$ cat src/rtl/mem_arb_pkg.sv
// Shared types and constants for the main-memory port arbiter.
// Owner encoding doubles as the round-robin requester index.
package mem_arb_pkg;

  localparam int unsigned ADDR_W_DEF = 28;
  localparam int unsigned LINE_W_DEF = 128;

  localparam logic OWN_I = 1'b0;
  localparam logic OWN_D = 1'b1;

  typedef enum logic [1:0] {
    StIdle = 2'd0,
    StBusy = 2'd1,
    StAck  = 2'd2
  } state_e;

endpackage

$ cat src/rtl/rr_pick2.sv
// Two-way round-robin picker: a lone requester wins outright, a tie goes to
// whichever requester did not win last time.
module rr_pick2 (
  input  logic [1:0] req_i,
  input  logic       last_i,
  output logic       grant_valid_o,
  output logic       grant_id_o
);

  always_comb begin
    grant_valid_o = |req_i;
    grant_id_o    = 1'b0;
    unique case (req_i)
      2'b01:   grant_id_o = 1'b0;
      2'b10:   grant_id_o = 1'b1;
      2'b11:   grant_id_o = ~last_i;
      default: grant_id_o = 1'b0;
    endcase
  end

endmodule

$ cat src/rtl/mem_port_arbiter.sv
// Shares one line-wide memory port between I-cache refill and D-cache
// refill/writeback; one transaction in flight, fully registered outputs.
module mem_port_arbiter
  import mem_arb_pkg::*;
#(
  parameter int unsigned ADDR_W = ADDR_W_DEF,
  parameter int unsigned LINE_W = LINE_W_DEF
) (
  input  logic              clk,
  input  logic              rst_n,
  input  logic              i_req,
  input  logic [ADDR_W-1:0] i_addr,
  output logic              i_ack,
  output logic [LINE_W-1:0] i_rdata,
  input  logic              d_req,
  input  logic              d_we,
  input  logic [ADDR_W-1:0] d_addr,
  input  logic [LINE_W-1:0] d_wdata,
  output logic              d_ack,
  output logic [LINE_W-1:0] d_rdata,
  output logic              mem_read,
  output logic              mem_write,
  output logic [ADDR_W-1:0] mem_addr,
  output logic [LINE_W-1:0] mem_wdata,
  input  logic [LINE_W-1:0] mem_rdata,
  input  logic              mem_ready
);

  state_e            state_q, state_d;
  logic              owner_q, owner_d;
  logic              last_q, last_d;
  logic              mem_read_q, mem_read_d;
  logic              mem_write_q, mem_write_d;
  logic [ADDR_W-1:0] mem_addr_q, mem_addr_d;
  logic [LINE_W-1:0] mem_wdata_q, mem_wdata_d;
  logic [LINE_W-1:0] i_rdata_q, i_rdata_d;
  logic [LINE_W-1:0] d_rdata_q, d_rdata_d;
  logic              i_ack_q, i_ack_d;
  logic              d_ack_q, d_ack_d;

  logic grant_valid;
  logic grant_id;
  logic grant_we;

  rr_pick2 u_pick (
    .req_i         ({d_req, i_req}),
    .last_i        (last_q),
    .grant_valid_o (grant_valid),
    .grant_id_o    (grant_id)
  );

  // The I-cache only ever reads, so its d_we is masked out.
  assign grant_we = (grant_id == OWN_D) & d_we;

  always_comb begin
    state_d     = state_q;
    owner_d     = owner_q;
    last_d      = last_q;
    mem_read_d  = mem_read_q;
    mem_write_d = mem_write_q;
    mem_addr_d  = mem_addr_q;
    mem_wdata_d = mem_wdata_q;
    i_rdata_d   = i_rdata_q;
    d_rdata_d   = d_rdata_q;
    i_ack_d     = 1'b0;
    d_ack_d     = 1'b0;

    unique case (state_q)
      StIdle: begin
        if (grant_valid) begin
          owner_d     = grant_id;
          last_d      = grant_id;
          mem_read_d  = ~grant_we;
          mem_write_d = grant_we;
          mem_addr_d  = (grant_id == OWN_D) ? d_addr : i_addr;
          mem_wdata_d = (grant_id == OWN_D) ? d_wdata : '0;
          state_d     = StBusy;
        end
      end
      StBusy: begin
        if (mem_ready) begin
          mem_read_d  = 1'b0;
          mem_write_d = 1'b0;
          if (mem_read_q) begin
            if (owner_q == OWN_D) begin
              d_rdata_d = mem_rdata;
            end else begin
              i_rdata_d = mem_rdata;
            end
          end
          if (owner_q == OWN_D) begin
            d_ack_d = 1'b1;
          end else begin
            i_ack_d = 1'b1;
          end
          state_d = StAck;
        end
      end
      // Requests are not sampled here, so a req still high from the finished
      // transaction cannot be granted a second time.
      StAck: begin
        state_d = StIdle;
      end
      default: begin
        state_d = StIdle;
      end
    endcase
  end

  always_ff @(posedge clk or negedge rst_n) begin
    if (!rst_n) begin
      state_q     <= StIdle;
      owner_q     <= OWN_I;
      last_q      <= OWN_I;
      mem_read_q  <= 1'b0;
      mem_write_q <= 1'b0;
      mem_addr_q  <= '0;
      mem_wdata_q <= '0;
      i_rdata_q   <= '0;
      d_rdata_q   <= '0;
      i_ack_q     <= 1'b0;
      d_ack_q     <= 1'b0;
    end else begin
      state_q     <= state_d;
      owner_q     <= owner_d;
      last_q      <= last_d;
      mem_read_q  <= mem_read_d;
      mem_write_q <= mem_write_d;
      mem_addr_q  <= mem_addr_d;
      mem_wdata_q <= mem_wdata_d;
      i_rdata_q   <= i_rdata_d;
      d_rdata_q   <= d_rdata_d;
      i_ack_q     <= i_ack_d;
      d_ack_q     <= d_ack_d;
    end
  end

  assign i_ack     = i_ack_q;
  assign d_ack     = d_ack_q;
  assign i_rdata   = i_rdata_q;
  assign d_rdata   = d_rdata_q;
  assign mem_read  = mem_read_q;
  assign mem_write = mem_write_q;
  assign mem_addr  = mem_addr_q;
  assign mem_wdata = mem_wdata_q;

endmodule
$ cat config.mk
export PLATFORM = sky130hd
export DESIGN_NAME = mem_port_arbiter
export DESIGN_NICKNAME = d
export VERILOG_FILES = /design/src/rtl/mem_arb_pkg.sv /design/src/rtl/rr_pick2.sv /design/src/rtl/mem_port_arbiter.sv
export SDC_FILE = /design/constraint.sdc
export NUM_CORES = 1
export LEC_CHECK = 0
export CAP_MARGIN = 30
export CORE_AREA = 2 2 283 285
export CTS_BUF_LIST = sky130_fd_sc_hd__clkbuf_4
export DETAILED_ROUTE_END_ITERATION = 8
export DIE_AREA = 0 0 285 287
export GPL_TIMING_DRIVEN = 1
export PLACE_DENSITY = 0.5
export SETUP_SLACK_MARGIN = 0.3
export SLEW_MARGIN = 20
export SYNTH_ARGS = -nofsm -noshare
export SYNTH_HDL_FRONTEND = slang
export SYNTH_SLANG_ARGS = --single-unit
$ cat constraint.sdc
create_clock -name clk -period 4.63 [get_ports clk]
set_input_delay 0.926 -clock clk [delete_from_list [all_inputs] [get_ports clk]]
set_output_delay 0.926 -clock clk [all_outputs]
set_load 0.1 [all_outputs]
==> metrics.txt, run 1 <==
# TYPE chip_impl_metric gauge
chip_impl_metric{name="number_of_design_rule_violations_left_after_detail_routing",unit=""} 0
chip_impl_metric{name="routabilityCongestion",unit=""} 0.817
chip_impl_metric{name="post-synth-top-area-fraction",unit="%"} 66.6
chip_impl_info{name="hold_removal_path_class",value="in -> async"} 1
chip_impl_metric{name="holdBufCountCts",unit=""} 0
chip_impl_metric{name="post_synth_num_cell_types",unit=""} 23
chip_impl_metric{name="number_of_antenna_violations_at_the_first_check_in_global_routing",unit=""} 3
chip_impl_metric{name="clk_pin_slew",unit="ps"} 70
chip_impl_metric{name="die-width",unit="um"} 285
chip_impl_metric{name="cap_viol_max_count",unit=""} 0
chip_impl_metric{name="yosysSeqAreaShare",unit="%"} 66.6
chip_impl_metric{name="fp-row-count",unit=""} 103
chip_impl_info{name="cts-root-buf",value="clkbuf_4"} 1
chip_impl_metric{name="tritoncts.num_buffers",unit=""} 119
chip_impl_metric{name="grt_first_pass_wirelength",unit="um"} 80700
chip_impl_metric{name="drt_iter0_markers",unit=""} 320
chip_impl_metric{name="worst_path_largest_cell_delay",unit="ps"} 1180
chip_impl_metric{name="cts-htree-levels",unit=""} 3
chip_impl_metric{name="synth.net_count",unit=""} 1258
chip_impl_metric{name="synthesis.area_per_instance",unit="sq um"} 16.8
chip_impl_metric{name="grt.total_usage",unit="%"} 12.8
chip_impl_info{name="netlist_top_cells_area",value="dfrtp_1 67%, mux2_2 21%, a22o_1 7.1%"} 1
chip_impl_metric{name="final_antenna_net_count",unit=""} 0
chip_impl_metric{name="timing_max_transition_violations_final",unit=""} 0
chip_impl_metric{name="finish.instance_area",unit="sq um"} 26700
chip_impl_info{name="worst_setup_path_end_kind",value="output port"} 1
chip_impl_info{name="cts_tree",value="yes"} 1
chip_impl_metric{name="placedInstanceArea",unit="sq um"} 25200
chip_impl_metric{name="crit_required",unit="ps"} 3700
chip_impl_metric{name="synth-warning-count",unit=""} 0
chip_impl_metric{name="fin_skew",unit="ps"} 76.8
chip_impl_metric{name="post_cts.resized_instances",unit=""} 0
chip_impl_metric{name="finalSetupViolCount",unit=""} 0
chip_impl_metric{name="grt_start_max_net_pins",unit=""} 129
chip_impl_metric{name="pin_count",unit=""} 734
chip_impl_metric{name="number_of_hold_violations_in_the_final_report",unit=""} 0
chip_impl_metric{name="worst_skew_pair.late_latency",unit="ps"} 890
chip_impl_metric{name="detailroute.via_count",unit=""} 11600
chip_impl_metric{name="period_minus_slack",unit="ps"} 3410
chip_impl_info{name="setup_repair_after_global_routing_missed_its_margin",value="no"} 1
chip_impl_metric{name="detail_route.vias_per_cell",unit=""} 3.95
chip_impl_metric{name="globalRouteOverflowTotal",unit=""} 0
chip_impl_info{name="start_kind",value="flip-flop"} 1
chip_impl_info{name="cp_top_family",value="buffers and inverters"} 1
chip_impl_metric{name="max_slew.worst_pin.slew",unit="ps"} 1050
chip_impl_metric{name="critical_path.max_fanout",unit=""} 2
chip_impl_info{name="critical_path_cell_sequence",value="clkdlybuf4s50_1"} 1
chip_impl_info{name="outcome",value="complete, no violations"} 1
chip_impl_metric{name="fmax",unit="GHz"} 0.293
chip_impl_metric{name="synthesis.area",unit="sq um"} 15700
chip_impl_metric{name="areaGrowthSynthToFinish",unit="%"} 69.8
chip_impl_metric{name="die_h",unit="um"} 287
chip_impl_metric{name="drt-total-wl",unit="um"} 53400
chip_impl_metric{name="setup_total_negative_slack",unit="ps"} 0
chip_impl_metric{name="effective_utilization_at_floorplan",unit="%"} 20.0
chip_impl_metric{name="syn_inst",unit=""} 940
chip_impl_metric{name="post-route-period-util",unit="%"} 73.7
chip_impl_metric{name="drt_first_pass_iters",unit=""} 4
chip_impl_metric{name="core_area",unit="sq um"} 78600
chip_impl_metric{name="finalNetCount",unit=""} 2107
chip_impl_metric{name="clock_sink_count",unit=""} 419
chip_impl_metric{name="first_global_vias",unit=""} 13000
chip_impl_info{name="synth_top_cell_by_area",value="dfrtp_1"} 1
chip_impl_info{name="critical_path.slowest_cell",value="clkdlybuf4s50_1"} 1
chip_impl_metric{name="avgRoutedWirePerCell",unit="um"} 18.2
chip_impl_metric{name="cts_setup_buffers",unit=""} 0
chip_impl_metric{name="placed_wire_length_estimate_after_detailed_placement",unit="um"} 38700
chip_impl_metric{name="portBuffers",unit=""} 733
chip_impl_metric{name="clockBufferDepth",unit=""} 3
chip_impl_metric{name="ys_ff_latch",unit=""} 419
chip_impl_info{name="critical_path_class",value="reg -> out"} 1
chip_impl_metric{name="worst-endpoint-arrival",unit="ps"} 2490
chip_impl_metric{name="worst_case_headroom_to_the_max_slew_limit",unit="%"} 29.5
chip_impl_metric{name="area_enclosed_by_the_die_boundary",unit="sq um"} 81800
chip_impl_metric{name="cp_num_buf_inv",unit=""} 1
chip_impl_metric{name="share_of_cells_above_drive_strength_1",unit="%"} 29.9
layout by cell type (no fill, tap or decap), drive strengths merged:
cell type / netlist / layout
clkdlybuf4s50: 0 / 731
dfrtp: 419 / 419
mux2: 313 / 313
clkbuf: 10 / 167
a22o: 128 / 128
buf: 52 / 59
clkinv: 0 / 36
inv: 1 / 7
diode: 0 / 6
and2: 2 / 2
nor2: 2 / 2
nand2: 2 / 2
bufinv: 0 / 2
o21ai: 2 / 2
nand3: 2 / 2
nand3b: 1 / 1
a21bo: 1 / 1
nor3: 1 / 1
nor3b: 1 / 1
nand2b: 1 / 1
mux2i: 1 / 1
a21o: 1 / 1
metrics by stage:
stage	setup WS, ps	hold WS (ps)	utilization, %	std cells
2_1_floorplan	2550	509	-	940
3_3_place_gp	1360	487	30.9	2684
3_5_place_dp	1320	490	32.1	2717
4_1_cts	1020	23.6	34.0	2928
5_1_grt	1010	39.9	34.0	2935
6_report	1220	113	34.0	2935
final timing paths:
path / slack [ps] / start / to / cells after the start
worst max-delay path: 1220 / i_rdata[15] / i_rdata[15] / 1
worst min-delay path: 110 / rst_n / i_rdata[46] / 1
worst max register to register: 2290 / state_q[1] / d_rdata[80] / 5
worst min register to register: 500 / d_rdata[41] / d_rdata[41] / 1
max in group asynchronous: 3480 / rst_n / i_rdata[13] / 2
min in group clk: 500 / d_rdata[41] / d_rdata[41] / 1
flip-flops by register name, indices dropped and copies added, names as in the netlist:
| register | count |
|---|---|
| mem_write | 1 |
| mem_addr | 28 |
| state_q | 2 |
| mem_wdata | 128 |
| last_q | 1 |
| d_ack | 1 |
| i_rdata | 128 |
| d_rdata | 128 |
| i_ack | 1 |
| mem_read | 1 |
layout make-up:
type,count,area [sq um]
fill,7729,51900
sequential,419,10500
timing repair buffer,790,8550
multi-input combinational,458,4870
tap,1050,1310
clock buffer,167,1250
clock inverter,44,249
antenna,6,15.0
inverter,1,3.75
metal layers:
layer	track usage, %	share of wire, %	vias to the layer above
li1	-	-	5209
met1	13.9	37	5766
met2	22.2	51	509
met3	5.02	8.7	108
met4	4.93	3.0	0
met5	0	0	-
cells by family (layout without fill, tap and decap cells):
group | Yosys count | count (layout) | synth area share, %
flip-flops | 419 | 419 | 66.6
multiplexers | 314 | 314 | 22.9
AO/OA/AOI/OAI | 132 | 132 | 7.29
buffers and inverters | 63 | 1002 | 2.69
AND/OR/NAND/NOR | 12 | 12 | 0.516
other | 0 | 6 | 0
Yosys cell counts (all sizes together):
cell	number
nand2	2
a21o	1
dfrtp	419
nand3b	1
mux2	313
nor3	1
buf	52
clkbuf	10
mux2i	1
inv	1
nand3	2
nor3b	1
a22o	128
nand2b	1
and2	2
o21ai	2
nor2	2
a21bo	1
Power of run 1 is not shown: default switching activity piles up to over one toggle a cycle in this logic, so the estimate is an artifact.
==> inputs of run 2 (changes only) <==
--- a/config.mk
+++ b/config.mk
@@ -6,12 +6,12 @@
 export NUM_CORES = 1
 export LEC_CHECK = 0
 export CAP_MARGIN = 30
-export CORE_AREA = 2 2 283 285
+export CORE_AREA = 2 2 285 287
 export CTS_BUF_LIST = sky130_fd_sc_hd__clkbuf_4
 export DETAILED_ROUTE_END_ITERATION = 8
-export DIE_AREA = 0 0 285 287
+export DIE_AREA = 0 0 287 289
 export GPL_TIMING_DRIVEN = 1
-export PLACE_DENSITY = 0.5
+export PLACE_DENSITY = 0.51
 export SETUP_SLACK_MARGIN = 0.3
 export SLEW_MARGIN = 20
 export SYNTH_ARGS = -nofsm -noshare
==> constraint.sdc (replaced) <==
create_clock -name clk -period 2.73 [get_ports clk]
set_input_delay 0.546 -clock clk [delete_from_list [all_inputs] [get_ports clk]]
set_output_delay 0.546 -clock clk [all_outputs]
set_load 0.1 [all_outputs]
==> metrics.txt, run 2 (synthesis gave the netlist of run 1 again) <==
# TYPE chip_impl_metric gauge
chip_impl_info{name="cts-root-buf",value="clkbuf_4"} 1
chip_impl_metric{name="worst_path_largest_cell_delay",unit="ps"} 450
chip_impl_metric{name="max_slew.worst_pin.slew",unit="ps"} 618
chip_impl_metric{name="number_of_design_rule_violations_left_after_detail_routing",unit=""} 0
chip_impl_metric{name="number_of_hold_violations_in_the_final_report",unit=""} 0
chip_impl_metric{name="post-route-period-util",unit="%"} 79.3
chip_impl_metric{name="avgRoutedWirePerCell",unit="um"} 18.1
chip_impl_metric{name="routabilityCongestion",unit=""} 0.812
chip_impl_metric{name="setup_total_negative_slack",unit="ps"} 0
chip_impl_metric{name="cap_viol_max_count",unit=""} 0
chip_impl_metric{name="filler_cell_count",unit=""} 8155
chip_impl_metric{name="grt.total_usage",unit="%"} 12.4
chip_impl_metric{name="die_h",unit="um"} 289
chip_impl_metric{name="clk_pin_slew",unit="ps"} 60
chip_impl_metric{name="tritoncts.num_buffers",unit=""} 116
chip_impl_info{name="cp_top_family",value="flip-flops"} 1
chip_impl_metric{name="finalSetupViolCount",unit=""} 0
chip_impl_metric{name="clock_sink_count",unit=""} 419
chip_impl_metric{name="drt-total-wl",unit="um"} 53400
chip_impl_metric{name="cp_num_buf_inv",unit=""} 1
chip_impl_metric{name="worst_skew_pair.late_latency",unit="ps"} 840
chip_impl_metric{name="effective_utilization_at_floorplan",unit="%"} 19.7
chip_impl_metric{name="fp-row-count",unit=""} 104
chip_impl_metric{name="drt_first_pass_iters",unit=""} 4
chip_impl_metric{name="detailroute.via_count",unit=""} 11600
chip_impl_metric{name="cts_setup_buffers",unit=""} 0
chip_impl_info{name="critical_path.slowest_cell",value="dfrtp_1"} 1
chip_impl_metric{name="drt_iter0_markers",unit=""} 291
chip_impl_metric{name="number_of_antenna_violations_at_the_first_check_in_global_routing",unit=""} 4
chip_impl_info{name="start_kind",value="flip-flop"} 1
chip_impl_info{name="setup_repair_after_global_routing_missed_its_margin",value="no"} 1
chip_impl_info{name="layout.cells.most_common",value="buf_4"} 1
chip_impl_metric{name="worst_case_headroom_to_the_max_slew_limit",unit="%"} 58.8
chip_impl_metric{name="regArea",unit="sq um"} 10500
chip_impl_metric{name="core_area",unit="sq um"} 79900
chip_impl_metric{name="die-width",unit="um"} 287
chip_impl_info{name="layout_common_cells",value="454 x buf_4, 419 x dfrtp_1, 316 x clkdlybuf4s50_1, 293 x mux2_2, 166 x clkbuf_4"} 1
chip_impl_metric{name="fin_skew",unit="ps"} 51.1
chip_impl_metric{name="worst-endpoint-arrival",unit="ps"} 1620
chip_impl_info{name="top_usage_layer",value="met2"} 1
chip_impl_metric{name="post_cts.resized_instances",unit=""} 0
chip_impl_metric{name="portBuffers",unit=""} 733
chip_impl_metric{name="combined_area_of_the_multi_input_logic_cells",unit="sq um"} 4870
chip_impl_metric{name="grt_use_met1",unit="%"} 12.9
chip_impl_metric{name="timing_max_transition_violations_final",unit=""} 0
chip_impl_metric{name="pin_count",unit=""} 734
chip_impl_info{name="cts_tree",value="yes"} 1
chip_impl_metric{name="grt_util_met3",unit="%"} 4.27
chip_impl_metric{name="critical_path.max_fanout",unit=""} 4
chip_impl_metric{name="globalRouteOverflowTotal",unit=""} 0
chip_impl_info{name="critical_path_class",value="reg -> out"} 1
chip_impl_metric{name="share_of_cells_above_drive_strength_1",unit="%"} 51.6
chip_impl_metric{name="clockBufferDepth",unit=""} 3
chip_impl_metric{name="first_global_vias",unit=""} 13000
chip_impl_info{name="hold_removal_path_class",value="in -> async"} 1
chip_impl_metric{name="areaGrowthSynthToFinish",unit="%"} 60.0
chip_impl_metric{name="grtUsageMet2",unit="%"} 22.2
chip_impl_metric{name="detail_route.vias_per_cell",unit=""} 3.95
chip_impl_info{name="worst_setup_path_end_kind",value="output port"} 1
chip_impl_metric{name="period_minus_slack",unit="ps"} 2170
chip_impl_metric{name="grt_start_max_net_pins",unit=""} 68
chip_impl_metric{name="area_enclosed_by_the_die_boundary",unit="sq um"} 82900
chip_impl_metric{name="cts-htree-levels",unit=""} 3
chip_impl_metric{name="crit_required",unit="ps"} 2180
chip_impl_metric{name="holdBufCountCts",unit=""} 1
chip_impl_info{name="outcome",value="complete, no violations"} 1
chip_impl_metric{name="finalNetCount",unit=""} 2105
chip_impl_metric{name="final_antenna_net_count",unit=""} 0
chip_impl_info{name="critical_path_cell_sequence",value="buf_4"} 1
chip_impl_metric{name="grt_first_pass_wirelength",unit="um"} 78800
chip_impl_metric{name="finalCoreUtilization",unit="%"} 31.5
chip_impl_metric{name="placed_wire_length_estimate_after_detailed_placement",unit="um"} 40700
chip_impl_metric{name="fmax",unit="GHz"} 0.462
[run 2: cell count changes in the layout (fill, tap and decap cells not counted), sizes merged]
cell	change
clkdlybuf4s50	-415
bufinv	+1
diode	+1
dlygate4sd3	+1
clkbuf	-1
clkinv	+2
buf	+415
inv	-2
[run 2: per-stage QoR]
| step | setup WS, ps | std cells | cell area, sq um | hold WS, ps |
|---|---|---|---|---|
| after CTS | 385 | 2940 | 25200 | 116 |
| after floorplan | 647 | 940 | 15700 | 250 |
| after global routing | 342 | 2946 | 25200 | 130 |
| final | 565 | 2947 | 25200 | 283 |
| after detailed placement | 176 | 2728 | 23700 | 492 |
| after global placement | 167 | 2728 | 23700 | 490 |
[run 2: metal layers]
| layer | share of wire, % | vias up |
|---|---|---|
| li1 | - | 5212 |
| met1 | 35 | 5760 |
| met2 | 52 | 546 |
| met3 | 8.2 | 126 |
| met4 | 3.8 | 2 |
| met5 | 0.019 | - |
[run 2: final cells by class]
cell class | instances | share of cell area, %
multi-input combinational | 458 | 19.3
inverter | 1 | 0.0149
clock buffer | 166 | 4.94
timing repair buffer | 791 | 27.7
clock inverter | 45 | 1.09
tap | 1060 | 5.26
antenna | 7 | 0.0695
sequential | 419 | 41.6
[run 2: worst paths after layout]
path	start	endpoint	slack, ps	depth (start not counted)
min in group clk	d_wdata[30]	mem_wdata[30]	290	2
setup / recovery	mem_read	mem_read	560	1
max in group asynchronous	rst_n	mem_wdata[7]	1580	3
hold / removal	rst_n	i_rdata[46]	280	2
hold reg to reg	mem_wdata[46]	mem_wdata[46]	500	1
setup reg to reg	state_q[1]	d_rdata[99]	760	5
Power of run 2 is left out for the same reason.
